==> src/rtl/debounce_pkg.sv <==
`default_nettype none
// ============================================================================
// Module      : debounce_pkg
// Description : Shared types and constants for the switch debouncer.
//               The state encoding puts the debounced level in bit 1, so
//               STABLE_HI and PEND_LO both present level 1.
// Revision    : 1.0 - initial release
// ============================================================================
package debounce_pkg;

    typedef enum logic [1:0] {
        STABLE_LO = 2'b00,
        PEND_HI   = 2'b01,
        STABLE_HI = 2'b10,
        PEND_LO   = 2'b11
    } debounce_state_t;

    // 10 ms at 100 MHz
    localparam int DEFAULT_STABLE_CYCLES = 1_000_000;

    // Debounced level presented while sitting in a given state
    function automatic logic state_level(input debounce_state_t s);
        return s[1];
    endfunction

endpackage
`default_nettype wire

==> src/rtl/bit_synchronizer.sv <==
`default_nettype none
// ============================================================================
// Module      : bit_synchronizer
// Description : Multi-flop synchroniser for a single asynchronous bit.
//               Reset loads every stage with RESET_VAL.
// Ports       : clk   - destination clock
//               rst_n - asynchronous active-low reset
//               d     - asynchronous input
//               q     - synchronised output (last stage)
// Revision    : 1.0 - initial release
// ============================================================================
module bit_synchronizer #(
    parameter int STAGES    = 2,
    parameter bit RESET_VAL = 1'b0
) (
    input  logic clk,
    input  logic rst_n,
    input  logic d,
    output logic q
);

    logic [STAGES-1:0] r_chain;

    always_ff @(posedge clk or negedge rst_n) begin
        if (!rst_n) begin
            r_chain <= {STAGES{RESET_VAL}};
        end else begin
            r_chain <= {r_chain[STAGES-2:0], d};
        end
    end

    assign q = r_chain[STAGES-1];

endmodule
`default_nettype wire

==> src/rtl/switch_debouncer.sv <==
`default_nettype none
// ============================================================================
// Module      : switch_debouncer
// Description : Synchronises a raw switch input, rejects bounce shorter than
//               STABLE_CYCLES and produces a clean level plus one-cycle
//               rise/fall pulses.
// Ports       : clk       - system clock
//               rst_n     - asynchronous active-low reset
//               sw_raw    - asynchronous switch/pad input
//               sw_level  - debounced level
//               sw_rise   - one-cycle pulse when sw_level commits 0->1
//               sw_fall   - one-cycle pulse when sw_level commits 1->0
//               sw_toggle - press-to-toggle output (SW_DEBOUNCE_TOGGLE_EN)
// Macro       : SW_DEBOUNCE_TOGGLE_EN adds the sw_toggle port and register.
// Revision    : 1.0 - initial release
// ============================================================================
module switch_debouncer
    import debounce_pkg::*;
#(
    parameter int STABLE_CYCLES = DEFAULT_STABLE_CYCLES,
    parameter int SYNC_STAGES   = 2,
    parameter bit RESET_LEVEL   = 1'b0
) (
    input  logic clk,
    input  logic rst_n,
    input  logic sw_raw,
    output logic sw_level,
    output logic sw_rise,
    output logic sw_fall
`ifdef SW_DEBOUNCE_TOGGLE_EN
    ,
    output logic sw_toggle
`endif
);

    localparam int                  c_CW          = $clog2(STABLE_CYCLES + 1);
    localparam logic [c_CW-1:0]     c_CNT_ONE     = c_CW'(1);
    localparam logic [c_CW-1:0]     c_CNT_LAST    = c_CW'(STABLE_CYCLES - 1);
    localparam debounce_state_t     c_RESET_STATE = RESET_LEVEL ? STABLE_HI : STABLE_LO;

    if (STABLE_CYCLES < 2) begin : g_bad_stable_cycles
        $error("switch_debouncer: STABLE_CYCLES must be >= 2");
    end
    if (SYNC_STAGES < 2) begin : g_bad_sync_stages
        $error("switch_debouncer: SYNC_STAGES must be >= 2");
    end

    logic            w_sync_q;
    debounce_state_t r_state;
    debounce_state_t w_state_nxt;
    logic [c_CW-1:0] r_cnt;
    logic [c_CW-1:0] w_cnt_nxt;
    logic            r_rise;
    logic            r_fall;
    logic            w_rise_nxt;
    logic            w_fall_nxt;

    bit_synchronizer #(
        .STAGES    (SYNC_STAGES),
        .RESET_VAL (RESET_LEVEL)
    ) u_sync (
        .clk   (clk),
        .rst_n (rst_n),
        .d     (sw_raw),
        .q     (w_sync_q)
    );

    always_ff @(posedge clk or negedge rst_n) begin
        if (!rst_n) begin
            r_state <= c_RESET_STATE;
            r_cnt   <= '0;
            r_rise  <= 1'b0;
            r_fall  <= 1'b0;
        end else begin
            r_state <= w_state_nxt;
            r_cnt   <= w_cnt_nxt;
            r_rise  <= w_rise_nxt;
            r_fall  <= w_fall_nxt;
        end
    end

    // The count holds the number of consecutive cycles the synchronised input
    // has disagreed with the committed level; any agreement drops back to the
    // stable state with a cleared count.
    always_comb begin
        w_state_nxt = r_state;
        w_cnt_nxt   = '0;
        w_rise_nxt  = 1'b0;
        w_fall_nxt  = 1'b0;
        case (r_state)
            STABLE_LO: begin
                if (w_sync_q) begin
                    w_state_nxt = PEND_HI;
                    w_cnt_nxt   = c_CNT_ONE;
                end
            end
            PEND_HI: begin
                if (!w_sync_q) begin
                    w_state_nxt = STABLE_LO;
                end else if (r_cnt == c_CNT_LAST) begin
                    w_state_nxt = STABLE_HI;
                    w_rise_nxt  = 1'b1;
                end else begin
                    w_cnt_nxt   = r_cnt + c_CNT_ONE;
                end
            end
            STABLE_HI: begin
                if (!w_sync_q) begin
                    w_state_nxt = PEND_LO;
                    w_cnt_nxt   = c_CNT_ONE;
                end
            end
            PEND_LO: begin
                if (w_sync_q) begin
                    w_state_nxt = STABLE_HI;
                end else if (r_cnt == c_CNT_LAST) begin
                    w_state_nxt = STABLE_LO;
                    w_fall_nxt  = 1'b1;
                end else begin
                    w_cnt_nxt   = r_cnt + c_CNT_ONE;
                end
            end
            default: begin
                w_state_nxt = c_RESET_STATE;
            end
        endcase
    end

    // Level comes straight from a state flop bit, so it is glitch-free and
    // changes on the same edge that raises the matching pulse.
    assign sw_level = state_level(r_state);
    assign sw_rise  = r_rise;
    assign sw_fall  = r_fall;

`ifdef SW_DEBOUNCE_TOGGLE_EN
    logic r_toggle;

    // Flips on the edge that sets sw_rise, so the new toggle value appears
    // in the same cycle as the rise pulse.
    always_ff @(posedge clk or negedge rst_n) begin
        if (!rst_n) begin
            r_toggle <= 1'b0;
        end else if (w_rise_nxt) begin
            r_toggle <= ~r_toggle;
        end
    end

    assign sw_toggle = r_toggle;
`endif

endmodule
`default_nettype wire

==> config.mk <==
export PLATFORM = sky130hd
export DESIGN_NAME = switch_debouncer
export DESIGN_NICKNAME = d
export VERILOG_FILES = /design/src/rtl/debounce_pkg.sv /design/src/rtl/bit_synchronizer.sv /design/src/rtl/switch_debouncer.sv
export SDC_FILE = /design/constraint.sdc
export NUM_CORES = 1
export LEC_CHECK = 0
export BUFFER_PORTS_ARGS = -buffer_cell sky130_fd_sc_hd__buf_2
export CORE_MARGIN = 2
export CORE_UTILIZATION = 60
export CTS_BUF_LIST = sky130_fd_sc_hd__clkbuf_8
export CTS_CLUSTER_DIAMETER = 150
export DETAILED_ROUTE_END_ITERATION = 8
export PLACE_DENSITY = 0.75
export SLEW_MARGIN = 20
export SYNTH_ARGS = -nofsm -noshare
export SYNTH_HDL_FRONTEND = slang
export SYNTH_SLANG_ARGS = --single-unit
==> constraint.sdc <==
create_clock -name clk -period 2.35 [get_ports clk]
set_clock_uncertainty 0.05 [all_clocks]
set_input_delay 0.235 -clock clk [delete_from_list [all_inputs] [get_ports clk]]
set_output_delay 0.235 -clock clk [all_outputs]
set_load 0.01 [all_outputs]
==> results of run 1 <==
per-layer routing:
| metal | track usage (%) | vias up | wire length, microns |
|---|---|---|---|
| met1 | 32.1 | 426 | 1080 |
| met2 | 33.6 | 20 | 1040 |
| met5 | 0 | - | 0 |
| met3 | 6.44 | 5 | 78 |
| met4 | 13.8 | 0 | 55 |
| li1 | - | 449 | - |
state kept, by name (all words and copies together) (netlist names), named ones only:
signal,count
sw_rise,1
u_sync.r_chain,2
r_cnt,20
sw_fall,1
r_state,1
critical path, stage by stage, from the launching register on:
cell and delay (ps):
dfrtp_1 420, nand4_1 190, buf_4 220, nor4_1 450
nand3_1 260, mux2_2 320
per-stage QoR:
step	hold slack [ps]	cells	total power, mW	setup slack, ps
after global routing	2.04	158	0.798	139
final	6.44	158	0.772	333
after detailed placement	207	153	0.492	390
after floorplan	-111	121	0.476	493
after CTS	4.17	158	0.777	309
after global placement	200	153	0.491	409
cells in the final DEF, fill, tap and decap left out, types with 2 or more instances in the layout:
cell type and n:
a21oi_1 7, buf_2 5, buf_4 3, clkbuf_8 4, dfrtp_1 26, inv_1 5, nand2_1 7, nand3_1 10
nand4_1 3, nor2_1 15, nor3_1 2, nor3b_1 2, nor4_1 5, o21ai_0 3, o31ai_1 4, or3_1 4
or4_1 5, xnor2_1 9, xor2_1 3
cells in the mapped netlist (all sizes together) (4+ instances only):
| cell type | instances |
|---|---|
| nand3 | 10 |
| nor2 | 15 |
| nor4 | 5 |
| inv | 5 |
| or4 | 6 |
| nand2 | 7 |
| a21oi | 7 |
| xnor2 | 9 |
| dfrtp | 26 |
| o31ai | 4 |
| or3 | 4 |
logic make-up (layout without fill, tap and decap cells):
| group | Yosys count | count (layout) | synth area share, % |
|---|---|---|---|
| AND/OR/NAND/NOR | 58 | 58 | 25.8 |
| flip-flops | 26 | 26 | 53.8 |
| AO/OA/AOI/OAI | 15 | 15 | 7.24 |
| XOR/XNOR | 12 | 12 | 8.69 |
| buffers and inverters | 8 | 18 | 2.59 |
| adder cells (fa/ha/maj) | 1 | 1 | 1.03 |
| multiplexers | 1 | 1 | 0.931 |
power by group:
| group | total (mW) | internal (mW) | switching, mW |
|---|---|---|---|
| Combinational | 0.0280 | 0.00886 | 0.0192 |
| Clock | 0.288 | 0.150 | 0.138 |
| Sequential | 0.456 | 0.452 | 0.00405 |
area by class of cell:
class	count	area share (%)
Clock buffer	4	4.10
Inverter	5	1.40
Multi-Input combinational cell	87	39.3
Sequential cell	26	48.4
Tap cell	27	2.51
Timing Repair Buffer	9	4.28
timing repair:
item	4_1_cts	5_1_grt
buffers inserted	0	0
hold buffers	1	0
hold endpoints to repair	26	0
setup endpoints to repair	0	0
path summary, 6_finish.rpt:
check | from | to | slack (ps)
min reg2reg | u_sync.r_chain[0]$_DFF_PN0_ | u_sync.r_chain[1]$_DFF_PN0_ | 320
min in group asynchronous | rst_n | r_cnt[19]$_DFF_PN0_ | 440
min | sw_raw | u_sync.r_chain[0]$_DFF_PN0_ | 6
max | r_cnt[2]$_DFF_PN0_ | flip-flop | 330
max in group asynchronous | rst_n | sw_fall$_DFF_PN0_ | 1450
max reg2reg | r_cnt[2]$_DFF_PN0_ | flip-flop | 330
==> run_results.csv, run 1 <==
group,metric,value,unit
clocking,numCtsBuffers,3,
floorplan,die_x,48.9,microns
timing,worst_pin_slew,557,ps
floorplan,dieArea,2390,sq um
finish,fillers,157,
clocking,clock-root-buffer,"clkbuf_8",
floorplan,fp-row-count,16,
synth,syn_inst,121,
synth,ys_dominant_reg_cell,"dfrtp_1",
finish,multi_input_area,528,sq um
detailed_routing,detail-route-antenna-nets,0,
clocking,cts_resized,0,
job,cap_violations,0,
timing,timing.fmax,496,MHz
power,p_leak,0.525,nW
synth,avgSynthCellArea,10.0,sq um
detailed_routing,dr.pass1.iters,4,
power,peakVddDrop,467,uV
global_routing,grt_max_degree,27,
synth,synth_top_area_share,53.8,%
clocking,cts_buffer_depth,2,
clocking,clock_latency,280,ps
finish,nNetsFinal,136,
detailed_routing,drt-initial-drc-count,31,
synth,ys_seq_area_share,53.8,%
global_routing,grt_overflow,0,
setup_path,arrival,2140,ps
clocking,cts.sinks,26,
detailed_routing,vias,900,
clocking,clk_pin_slew,80,ps
run_status,status,"finished clean",
synth,synth-seq-cells,26,
floorplan,io_pins,6,
synth,synth_edf_count,0,
place,portBuffers,5,
timing,relSlewSlack,62.9,%
finish,final_area,1340,sq um
timing,tns,0,ps
setup_path,crit_fanout,11,
detailed_routing,drt-total-wl,2260,microns
timing,min_period_over_period,85.8,%
place,place_area,1280,sq um
power,p_per_area,575,nW/um^2
finish,n_antenna_cell,0,
floorplan,core_area,1920,sq um
place,dp_hpwl,1520,microns
timing,rsz0062_at_grt,"no",
timing,post-route-min-period,2020,ps
synth,ys_types,26,
min_path,hold_depth,1,
setup_path,ff2ff_path_depth,5,
timing,hold_viol_final,0,
clocking,cts_max_level,1,
setup_path,cp-start-kind,"flip-flop",
detailed_routing,routed_via_density,5.70,
finish,post-route-util,69.9,%
setup_path,required,2470,ps
clocking,tritoncts,"done",
floorplan,start_util,63.0,%
synth,syn-cell-area,1210,sq um
global_routing,grt_pass1_vias,912,
synth,synth_area_leaders,"dfrtp_1 54%, xnor2_1 6.5%, nor2_1 4.7%, nand3_1 4.1%, or4_1 3.1%",
global_routing,antenna_found_initial,0,
timing,setup_violations,0,
global_routing,grt_pass1_wl,4150,microns
synth,async_flop_share,100,%
floorplan,die_h,48.9,microns
finish,ff_latch_area,651,sq um
synth,yosys_warnings,0,
detailed_routing,drc,0,
setup_path,endpoint_kind,"flip-flop",
synth,yosysTopAreaCell,"dfrtp_1",
detailed_routing,routedWlPerCell,14.3,microns
finish,layout-drive-gt1-share,10.7,%
min_path,hold_path_class,"in -> reg",
timing,timing.final.max_slew_violations,0,
place,globalplace.congestion,0.921,
setup_path,critPathKind,"reg -> reg",
global_routing,grt_usage,23.5,%
finish,area_growth,11.1,%
synth,syn_nets,125,
No activity file was read; power rests on OpenSTA's default activity.
==> run 2, diff against run 1 <==
--- a/config.mk
+++ b/config.mk
@@ -6,6 +6,7 @@
 export NUM_CORES = 1
 export LEC_CHECK = 0
 export BUFFER_PORTS_ARGS = -buffer_cell sky130_fd_sc_hd__buf_2
+export CORE_ASPECT_RATIO = 0.8
 export CORE_MARGIN = 2
 export CORE_UTILIZATION = 60
 export CTS_BUF_LIST = sky130_fd_sc_hd__clkbuf_8
==> run 2 against run 1 <==
Compared with the run above: cell count fell by 1.9%; first-iteration DRC count is 65% higher; core utilization is 0.91 points higher; count of clock-buffer cells in the layout unchanged; via count up 5.0%; final area down 0.28%; clock power fell by 3%; worst hold slack improved by 19 ps; power decreased by 0.93%; largest cell class unchanged; sequential power barely moved; wire length is 4.9% higher.
==> run_results.csv, run 2 (same netlist as run 1, synthesis figures left out) <==
group,metric,value,unit
global_routing,grt_max_degree,27,
floorplan,io_pins,6,
clocking,clock-root-buffer,"clkbuf_8",
floorplan,dieArea,2390,sq um
setup_path,r2r_slack,360,ps
finish,nNetsFinal,136,
setup_path,ff2ff_path_depth,4,
timing,rsz0062_at_grt,"no",
setup_path,crit_chain,"nand2_1 -> or4_1 -> or4_1 -> a21oi_1",
timing,relSlewSlack,62.4,%
place,dp_hpwl,1670,microns
job,cap_violations,0,
clocking,cts_resized,0,
power,swShare,20.2,%
min_path,hold_path_class,"in -> reg",
global_routing,grt_usage,25.3,%
setup_path,cp_slowest_stage_delay,660,ps
power,p_per_area,571,nW/um^2
setup_path,arrival,2130,ps
finish,n_antenna_cell,0,
setup_path,cpMostUsedCell,"or4_1",
setup_path,required,2490,ps
timing,post-route-min-period,1990,ps
global_routing,grt_overflow,0,
power,seq_power_share,59.7,%
detailed_routing,wl_met1,1130,microns
clocking,cts_buffer_depth,2,
setup_path,crit_fanout,8,
finish,layout-drive-gt1-share,10.7,%
finish,top_register,"r_cnt",
detailed_routing,vias,945,
clocking,clock_latency,260,ps
setup_path,crit_start,"r_cnt[0]$_DFF_PN0_",
detailed_routing,drt-total-wl,2370,microns
setup_path,critPathKind,"reg -> reg",
finish,layout_common_cells,"26 x dfrtp_1, 15 x nor2_1, 10 x nand3_1, 9 x xnor2_1",
power,p_int,0.610,mW
detailed_routing,routedWlPerCell,15.3,microns
setup_path,slowest_stage,"or4_1",
setup_path,endpoint,"r_cnt[19]$_DFF_PN0_",
power,p_comb_share,3.8,%
power,p_leak,0.525,nW
floorplan,start_util,64.0,%
floorplan,fp-row-count,14,
clocking,numCtsBuffers,3,
timing,setup_ws,364,ps
detailed_routing,met3_length,101,microns
timing,hold_viol_final,0,
finish,reg.largest.list,"r_cnt: 20 flops, u_sync.r_chain: 2 flops",
clocking,cts_max_level,1,
finish,largest_reg_flops,20,
detailed_routing,routed_via_density,6.10,
finish,fin_cells,155,
detailed_routing,wl_met2,1110,microns
global_routing,antenna_found_initial,0,
global_routing,grt_pass1_vias,974,
setup_path,rr_endpoint,"r_cnt[19]$_DFF_PN0_",
detailed_routing,highest_layer,"met4",
floorplan,die_h,44.2,microns
timing,worst_pin_slew,564,ps
detailed_routing,drt-initial-drc-count,51,
detailed_routing,dr.pass1.iters,4,
power,p_switching,0.155,mW
clocking,cts.sinks,26,
place,dp_worst_setup_slack,392,ps
timing,timing.fmax,504,MHz
finish,post-route-util,70.8,%
timing,tns,0,ps
floorplan,core_area,1890,sq um
timing,min_period_over_period,84.5,%
timing,timing.final.max_slew_violations,0,
clocking,tritoncts,"done",
detailed_routing,drc,0,
finish,layout_commonest_cell,"dfrtp_1",
global_routing,grt_pass1_wl,4340,microns
place,place_inst,150,
clocking,clk_pin_slew,80,ps
detailed_routing,detail-route-antenna-nets,0,
power,peakVddDrop,523,uV
setup_path,rr_startpoint,"r_cnt[0]$_DFF_PN0_",
setup_path,cp-start-kind,"flip-flop",
timing,setup_violations,0,
floorplan,die_x,54.2,microns
finish,fillers,144,
run_status,status,"finished clean",
place,globalplace.congestion,0.866,
power,clkPwrFrac,36.6,%
setup_path,endpoint_kind,"flip-flop",
place,portBuffers,5,
finish,area_growth,10.8,%
clocking,cts_setup_buffers,0,
run 2: per-stage QoR:
stage | hold WS [ps] | total power [mW] | area (sq um)
2_1_floorplan | -111 | 0.476 | 1210
6_report | 25.2 | 0.765 | 1340
3_5_place_dp | 213 | 0.493 | 1270
4_1_cts | 18.9 | 0.774 | 1340
5_1_grt | 11.0 | 0.797 | 1340
3_3_place_gp | 201 | 0.492 | 1270
run 2: worst min path at each step:
stage,from,to,slack (ps),depth (start not counted)
global placement,rst_n,r_cnt[17]$_DFF_PN0_,200,1
detailed placement,rst_n,r_cnt[19]$_DFF_PN0_,210,1
finish,sw_raw,u_sync.r_chain[0]$_DFF_PN0_,30,1
floorplan,rst_n,asynchronous set/reset pin,-110,0
CTS,sw_raw,u_sync.r_chain[0]$_DFF_PN0_,20,1
global route,sw_raw,u_sync.r_chain[0]$_DFF_PN0_,10,1
run 2: power groups by stage:
stage	Clock (mW)	Combinational (mW)	Sequential, mW
after floorplan	0	0.0124	0.464
after global placement	0	0.0273	0.465
after detailed placement	0	0.0279	0.465
after CTS	0.288	0.0294	0.456
after global routing	0.306	0.0335	0.457
final	0.280	0.0288	0.456
run 2: what timing repair did:
action,in CTS,in global routing
endpoints found under the setup margin,0,0
hold endpoints to repair,26,0
hold buffers,1,0
run 2: worst max-delay path, delay by kind of cell (launching register included):
kind	cells	cell delay, ps
AOI/OAI and AO/OA	1	170
and+or+nand+nor	3	1290
DFF	1	410
run 2: cell type report:
class	instances	area (sq um)	area share [%]
sequential	26	651	48.6
multi-input combinational	87	528	39.4
timing repair buffer	9	57.6	4.30
clock buffer	4	55.1	4.11
tap	24	30.0	2.24
inverter	5	18.8	1.40
run 2: metal layers:
layer  global-route usage [%]  vias up
li1                         -      451
met1                     34.2      465
met2                     40.5       27
met3                     6.42        2
met4                     7.50        0
met5                        0        -
==> run 3, diff against run 2 <==
==> constraint.sdc (replaced) <==
create_clock -name clk -period 2.1 [get_ports clk]
set_clock_uncertainty 0.05 [all_clocks]
set_input_delay 0.21 -clock clk [delete_from_list [all_inputs] [get_ports clk]]
set_output_delay 0.21 -clock clk [all_outputs]
set_load 0.01 [all_outputs]
==> run 3 against run 2 <==
Compared with the run above: worst hold slack improved by 280 ps; global-route usage is 1.3 points lower; fmax fell by 3.4%; sequential power is 12% higher; core utilization rose by 1.9 points; flip-flop and latch count unchanged; highest routed layer unchanged.
==> run_results.csv, run 3 (same netlist as run 1, synthesis figures left out) <==
group,metric,value,unit
setup_path,slowest_stage,"or4_4",
detailed_routing,vias,959,
clocking,clock-root-buffer,"clkbuf_8",
timing,min_period_over_period,97.9,%
clocking,cts.sinks,26,
global_routing,antenna_found_initial,0,
timing,relSlewSlack,62.1,%
finish,layout_common_cells,"26 x dfrtp_1, 15 x nor2_1, 10 x nand3_1, 9 x xnor2_1, 7 x nand2_1",
finish,reg.largest.list,"r_cnt: 20 flops, u_sync.r_chain: 2 flops",
setup_path,cp.buffers_inverters,0,
timing,hold_viol_final,0,
power,clkPwrFrac,32.8,%
finish,fillers,138,
setup_path,endpoint_kind,"flip-flop",
timing,whs,309,ps
clocking,clk_pin_slew,80,ps
floorplan,core_area,1890,sq um
global_routing,grt_usage,24.0,%
floorplan,start_util,64.0,%
place,portBuffers,5,
floorplan,die_h,44.2,microns
power,p_leak,0.534,nW
timing,timing.final.max_slew_violations,0,
setup_path,cp_slowest_stage_delay,580,ps
detailed_routing,drc,0,
global_routing,grt_pass1_vias,874,
timing,timing.fmax,487,MHz
detailed_routing,drt-initial-drc-count,57,
power,p_int,0.647,mW
finish,nNetsFinal,139,
min_path,hold_depth,0,
place,place_inst,151,
global_routing,grt_overflow,0,
detailed_routing,drt-total-wl,2450,microns
setup_path,r2r_slack,40,ps
detailed_routing,routed_via_density,6.11,
finish,ff_latch_area,651,sq um
global_routing,grt_pass1_wl,4030,microns
setup_path,crit_chain,"ha_4 -> nand3_1 -> or4_4 -> or4_4 -> a21oi_2",
clocking,numCtsBuffers,3,
run_status,status,"finished clean",
clocking,tritoncts,"done",
finish,fin_cells,157,
finish,layout-drive-gt1-share,14.3,%
detailed_routing,detail-route-antenna-nets,0,
timing,setup_violations,0,
finish,layout_commonest_cell,"dfrtp_1",
place,dp_hpwl,1630,microns
setup_path,path_delay_family,"simple AND/OR/NAND/NOR gates",
clocking,cts_max_level,1,
finish,multi_input_area,552,sq um
finish,n_antenna_cell,0,
setup_path,arrival,2200,ps
detailed_routing,routedWlPerCell,15.6,microns
power,p_switching,0.168,mW
power,seq_power_share,62.7,%
global_routing,grt_max_degree,27,
detailed_routing,dr.pass1.iters,5,
setup_path,required,2250,ps
floorplan,dieArea,2390,sq um
power,p_comb_share,4.4,%
timing,worst_pin_slew,568,ps
timing,post-route-min-period,2060,ps
job,cap_violations,0,
finish,largest_reg_flops,20,
power,p_per_area,593,nW/um^2
floorplan,fp-row-count,14,
clocking,cts_buffer_depth,2,
power,swShare,20.6,%
setup_path,cp-start-kind,"flip-flop",
power,peakVddDrop,626,uV
place,globalplace.congestion,0.837,
floorplan,io_pins,6,
setup_path,cpMostUsedCell,"or4_4",
setup_path,ff2ff_path_depth,5,
finish,area_growth,13.7,%
floorplan,die_x,54.2,microns
clocking,clock_latency,270,ps
setup_path,path_depth,5,
min_path,hold_path_class,"reg -> reg",
setup_path,critPathKind,"reg -> reg",
finish,top_register,"r_cnt",
setup_path,crit_fanout,5,
[run 3: cell type report]
| class | instances | share of cell area (%) |
|---|---|---|
| multi-input cells | 87 | 40.1 |
| flip-flops and latches | 26 | 47.3 |
| inverters | 5 | 1.36 |
| well taps | 24 | 2.18 |
| clock buffers | 3 | 3.00 |
| repair buffers | 12 | 6.01 |
[run 3: repair_timing]
item,in CTS,in global routing
setup endpoints to repair,0,4
hold buffers,2,0
endpoints found under the hold margin,27,0
buffers inserted,0,1
gates resized for setup,0,5
[run 3: power by group through the flow]
stage          sequential (mW)  combinational (mW)  clock (mW)
2_1_floorplan            0.519              0.0139           0
3_3_place_gp             0.520              0.0303           0
3_5_place_dp             0.520              0.0311           0
4_1_cts                  0.510              0.0340       0.278
5_1_grt                  0.513              0.0413       0.299
6_report                 0.511              0.0361       0.268
[run 3: final timing paths]
check	start	to
min reg2reg	u_sync.r_chain[0]$_DFF_PN0_	u_sync.r_chain[1]$_DFF_PN0_
max	r_cnt[0]$_DFF_PN0_	r_cnt[18]$_DFF_PN0_
min in group asynchronous	rst_n	r_cnt[3]$_DFF_PN0_
max in group asynchronous	rst_n	u_sync.r_chain[0]$_DFF_PN0_
min	u_sync.r_chain[0]$_DFF_PN0_	u_sync.r_chain[1]$_DFF_PN0_
max reg2reg	r_cnt[0]$_DFF_PN0_	r_cnt[18]$_DFF_PN0_
[run 3: routing by layer]
layer | up-vias | part of all wire [%] | track usage [%]
li1 | 459 | - | -
met1 | 449 | 42 | 32.3
met4 | 0 | 1.7 | 7.00
met2 | 43 | 48 | 37.8
met3 | 8 | 8.3 | 7.43
met5 | - | 0 | 0
[run 3: metrics by stage]
| step | setup slack, ps | area, sq um | setup TNS, ps | total power [mW] | util [%] |
|---|---|---|---|---|---|
| global placement | 221 | 1280 | 0 | 0.550 | 67.8 |
| CTS | 99.1 | 1340 | 0 | 0.821 | 71.0 |
| detailed placement | 147 | 1280 | 0 | 0.551 | 67.8 |
| floorplan | 243 | 1210 | 0 | 0.533 | - |
| global route | -16.9 | 1380 | -16.9 | 0.853 | 72.7 |
| finish | 44.9 | 1380 | 0 | 0.815 | 72.7 |
